===== config.mk =====
export PLATFORM = sky130hd
export DESIGN_NAME = count_sequencer
export DESIGN_NICKNAME = d
export VERILOG_FILES = /design/src/rtl/count_sequencer.sv
export SDC_FILE = /design/constraint.sdc
export NUM_CORES = 1
export LEC_CHECK = 0
export CAP_MARGIN = 40
export CORE_MARGIN = 5
export CORE_UTILIZATION = 44
export DETAILED_ROUTE_END_ITERATION = 16
export HOLD_SLACK_MARGIN = 0.12
export PLACE_DENSITY = 0.65
export SLEW_MARGIN = 0
export SYNTH_ARGS = -nofsm -noshare
export SYNTH_HDL_FRONTEND = slang
export SYNTH_SLANG_ARGS = --single-unit

===== constraint.sdc =====
create_clock -name clock -period 2.6 [get_ports clock]
set_clock_uncertainty 0.2 [all_clocks]
set_input_delay 0.26 -clock clock [delete_from_list [all_inputs] [get_ports clock]]
set_output_delay 0.26 -clock clock [all_outputs]
set_load 0.02 [all_outputs]

===== src/rtl/count_sequencer.sv =====
// Sequencer for the 4-bit parallel-load up-counter: load, rate-divided count ticks, pause/resume, stop on match.
// Optional macro AUTO_RELOAD_EN: DONE pulses for one cycle and the sequence reloads with the same latched values.
module count_sequencer #(
   parameter int TICK_DIV = 50000000,
   parameter int DIV_W    = 28
) (
   input  logic       clock,
   input  logic       reset,
   input  logic       start,
   input  logic       pause,
   input  logic       clear,
   input  logic [3:0] start_val,
   input  logic [3:0] stop_val,
   input  logic [1:0] freq_sel,
   input  logic [3:0] cnt_q,
   output logic [3:0] cnt_load,
   output logic       cnt_par_load,
   output logic       cnt_enable,
   output logic       busy,
   output logic       done,
   output logic [2:0] state
);

   typedef enum logic [2:0] {
      S_IDLE  = 3'd0,
      S_LOAD  = 3'd1,
      S_RUN   = 3'd2,
      S_PAUSE = 3'd3,
      S_DONE  = 3'd4
   } state_t;

   localparam logic [DIV_W-1:0] LP_R1 = DIV_W'(TICK_DIV - 1);
   localparam logic [DIV_W-1:0] LP_R2 = DIV_W'(2 * TICK_DIV - 1);
   localparam logic [DIV_W-1:0] LP_R4 = DIV_W'(4 * TICK_DIV - 1);

   state_t           r_state;
   logic [DIV_W-1:0] r_div;
   logic [1:0]       r_freq;
   logic [3:0]       r_start;
   logic [3:0]       r_stop;

   logic [DIV_W-1:0] w_reload;
   logic             w_tick;
   logic             w_match;

   always_comb begin
      w_reload = '0;
      case (r_freq)
         2'b01:   w_reload = LP_R1;
         2'b10:   w_reload = LP_R2;
         2'b11:   w_reload = LP_R4;
         default: w_reload = '0;
      endcase
   end

   assign w_tick  = (r_div == '0);
   assign w_match = (cnt_q == r_stop);

   always_ff @(posedge clock) begin
      if (reset) begin
         r_state <= S_IDLE;
         r_div   <= '0;
         r_freq  <= '0;
         r_start <= '0;
         r_stop  <= '0;
      end else if (clear) begin
         r_state <= S_IDLE;
         r_div   <= '0;
      end else begin
         case (r_state)
            S_IDLE: begin
               if (start) begin
                  r_state <= S_LOAD;
                  r_start <= start_val;
                  r_stop  <= stop_val;
                  r_freq  <= freq_sel;
               end
            end
            S_LOAD: begin
               r_state <= S_RUN;
               r_div   <= w_reload;
            end
            S_RUN: begin
               // A match ends the run before pause is considered.
               if (w_match) begin
                  r_state <= S_DONE;
               end else begin
                  r_div <= w_tick ? w_reload : r_div - DIV_W'(1);
                  if (pause) r_state <= S_PAUSE;
               end
            end
            S_PAUSE: begin
               if (pause) r_state <= S_RUN;
            end
            S_DONE: begin
`ifdef AUTO_RELOAD_EN
               r_state <= S_LOAD;
`else
               if (start) begin
                  r_state <= S_LOAD;
                  r_start <= start_val;
                  r_stop  <= stop_val;
                  r_freq  <= freq_sel;
               end
`endif
            end
            default: r_state <= S_IDLE;
         endcase
      end
   end

   assign state        = r_state;
   assign cnt_load     = r_start;
   assign cnt_par_load = (r_state == S_LOAD);
   assign cnt_enable   = (r_state == S_RUN) && w_tick && !w_match;
   assign busy         = (r_state == S_LOAD) || (r_state == S_RUN) || (r_state == S_PAUSE);
   assign done         = (r_state == S_DONE);

endmodule


==> out/summary.md <==
- data arrival time of the critical path: 2.63 ns
- time the worst path needs with I/O delays and setup: 2.63 ns
- Cell Area, Synth: 0.00266 sq mm
- first-pass iteration count of the detailed router: 4
- max_cap viols: 0
- Seq/Total Area, Yosys: 30.8%
- final cell area excluding filler cells: 0.00356 sq mm
- Num Clock Sinks: 41
- share of post-route cells with drive strength above 1: 27.6%
- post-synthesis to final-layout area growth: 33.8%
- initial core utilization: 45.2%
- cell depth of the worst flop-to-flop path: 7
- count of cells along the worst hold path: 2
- power spent charging and discharging nets: 435 uW
- clock root buffer: sky130_fd_sc_hd__clkbuf_8
- vias per inst: 5.81
- hold wc startpoint: cnt_load[1]
- Synth Net Count: 349
- number of instances in the synthesized netlist: 324
- Synth area leaders: sky130_fd_sc_hd__dfxtp_1, sky130_fd_sc_hd__nand2_1, sky130_fd_sc_hd__a32o_1, sky130_fd_sc_hd__a21oi_1, sky130_fd_sc_hd__mux2_2
- Max stage delay on crit path: 0.57 ns
- final setup TNS: -0.147 ns
- slowest stage cell, crit path: sky130_fd_sc_hd__or4_4
- kind of capture point of the worst setup path: flop
- # setup viols final: 11
- htree depth: 2
- aggregate global-route resource usage: 20.9%
- ANT nets after route: 0
- library cells used by synthesis: 58
- top cell family by delay on the critical path: simple AND/OR/NAND/NOR gates
- worst slew slack as a fraction of its limit: 62.6%
- Critical Path Start Type: flop
- total I/O pin count: 30
- per-cell routed wire length: 16.4 um
- area share of the largest cell type after synthesis: 30.8%
- run status: finished with violations
- total DRC errors in the routed layout: 0
- minimum setup slack among reg-to-reg paths: -0.03 ns
- portion of total power attributed to combinational logic: 24.3%
- number of synthesis warnings: 0
- clock latency of the later-clocked register in the worst-skew pair: 0.30 ns
- async set-or-reset flop fraction in the synthesized netlist: 0%
- post-CTS clock slew at the launch and capture registers of the worst setup and hold paths: 0.09 ns
- post-detailed-placement half-perimeter wirelength: 5620 um
- net switching fraction of the power: 29.2%
- post-synthesis area per instance: 8.21 sq um
- antenna violations before repair: 0
- total gr overflow: 0
- count of antenna diodes in the layout: 0
- Post-synth EDFFs: 0
- kind of critical path: flop to flop
- maximum number of pins on one net before global-route repair: 26
- Pleak: 1.49 nW
- quantity of hold-fixing buffers added after cts: 0
- worst r2r dst: r_div[18]
- final core utilization: 60.5%
- Sequential Power Share: 43.6%
- final count of pins violating max slew: 0
- top achievable clock speed: 0.381 GHz
- clock buffer count from CTS: 5
- Worst Tran Pin Value: 0.559 ns
- height of the die: 87.8 um
- RSZ-0062 raised after global routing: true
- cell internal pwr: 1.06 mW
- CTS tree: built
- Port Buffers: 29
- CP Buf/Inv Count: 2
- library cell occupying the most area in the post-synthesis netlist: sky130_fd_sc_hd__dfxtp_1
- end point of the most critical hold path: cnt_load[1]
- worst setup margin: -0.0268 ns
- origin of the critical flop-to-flop path: r_div[22]
- largest driver fanout on the critical path: 5
- Final nets: 423
- drt first-iter violations: 290
- Cell Area, Placed: 0.00338 sq mm
- CP Cell Sequence: or4_4 -> buf_6 -> or4_4 -> o21ai_4 -> buf_6 -> o21ai_1 -> a32o_1
- violated checks: negative setup slack
- crit share post-route: 101%
- detailed-route via count: 2756
- number of global-route vias before repair: 2626
- worst ir drop on vdd: 218 uV
- first-pass GRT wire length: 12700 um
- area of the die: 0.00770 sq mm
- top flip-flop cell by instance count after synthesis: sky130_fd_sc_hd__dfxtp_1
- flip-flop and latch count after synthesis: 41
- CTS Buffer Depth: 2
- total number of placement rows: 28
- Die Span X: 87.8 um
- Std-Cell Core Area: 0.00589 sq mm
- Hold Vio Cnt, Final: 0
- routability congestion estimate from global placement: 0.864
- clock network power share: 32.1%
- required time of the critical path: 2.61 ns
- routed wire length: 7770 um
- areal power density over the cells: 419 mW/mm^2
- type of the most critical hold path: flop to flop
power by group through the flow:
stage               Sequential, mW  Combinational [mW]  Clock (mW)
detailed placement           0.664               0.347           0
floorplan                    0.669               0.205           0
CTS                          0.650               0.356       0.490
global placement             0.663               0.343           0
finish                       0.650               0.363       0.478
global route                 0.652               0.395       0.514
flip-flops by register name, summed over array words and instances, names as in the netlist:
signal	cells
r_div	28
cnt_load	4
r_stop	4
state	3
r_freq	2
tightest hold or removal path, stage by stage, from the launching register on:
cell,delay (ns)
sky130_fd_sc_hd__dfxtp_1,0.32
sky130_fd_sc_hd__nand2_1,0.05
sky130_fd_sc_hd__a21oi_1,0.05
placed cells by master (no fill, tap or decap), drive strengths merged, types with 6 or more instances in the layout:
cell type and n:
a21oi 22, a32o 13, buf 62, clkbuf 7
clkdlybuf4s50 28, dfxtp 41, ha 6, inv 10
mux2 9, mux2i 7, nand2 37, nor2 26
nor3 14, nor4 14, o21ai 24, or3 9
or4 10
cells in the mapped netlist, drive strengths merged, types with 6 or more instances:
| cell type | instances |
|---|---|
| nor2 | 26 |
| a32o | 13 |
| mux2i | 7 |
| ha | 6 |
| clkbuf | 12 |
| or3 | 9 |
| a21oi | 22 |
| dfxtp | 41 |
| or4 | 10 |
| o21ai | 24 |
| nor3 | 14 |
| nand2 | 37 |
| inv | 10 |
| nor4 | 14 |
| mux2 | 9 |
| buf | 11 |
layer usage:
layer / routed length (um) / track usage [%] / share of wire, % / vias up
met3: 504 / 4.33 / 6.5 / 14
met1: 3400 / 26.0 / 44 / 1285
met4: 99 / 6.14 / 1.3 / 0
met5: 0 / 0 / 0 / -
li1: - / - / - / 1365
met2: 3760 / 36.4 / 48 / 92
area by class of cell:
class                           count  area, sq um
Fill cell                         526         2330
Multi-Input combinational cell    250         1720
Sequential cell                    41          825
Inverter                           10         37.5
Clock buffer                        7         96.3
Timing Repair Buffer               90          783
Clock inverter                      1         5.00
Tap cell                           75         93.8
logic make-up (layout without fill, tap and decap cells):
family	Yosys count	after routing	synth area share [%]
adder cells (fa/ha/maj)	6	6	2.82
multiplexers	16	16	6.44
AND/OR/NAND/NOR	137	137	28.9
AO/OA/AOI/OAI	87	87	23.1
XOR/XNOR	4	4	1.32
flip-flops	41	41	30.8
buffers and inverters	33	108	6.53
stage by stage:
stage	power (mW)	std cells	hold WS (ns)	setup WS, ns
after global routing	1.56	474	0.281	-0.0864
after floorplan	0.874	324	0.196	0.0418
after detailed placement	1.01	464	0.250	-0.113
after global placement	1.01	463	0.242	-0.0926
final	1.49	474	0.262	-0.0268
after CTS	1.50	472	0.265	-0.00979
timing repair:
| action | 4_1_cts | 5_1_grt |
|---|---|---|
| endpoints found under the hold margin | 0 | 0 |
| buffers inserted | 1 | 1 |
| gates resized for setup | 17 | 8 |
| endpoints found under the setup margin | 18 | 20 |
| cloned | 0 | 1 |
| pin swaps | 4 | 15 |
worst max path at each step:
stage,to,slack [ns],cells past startpoint,start
6_report,r_div[18],-0.03,7,r_div[22]
5_1_grt,r_div[18],-0.09,7,r_div[22]
4_1_cts,r_div[26],-0.01,8,r_div[1]
3_5_place_dp,cnt_enable,-0.11,5,r_div[19]
3_3_place_gp,cnt_enable,-0.09,5,r_div[19]
2_1_floorplan,r_div[6],0.04,8,r_div[4]
Note: power is estimated with default switching activity, not from simulation.
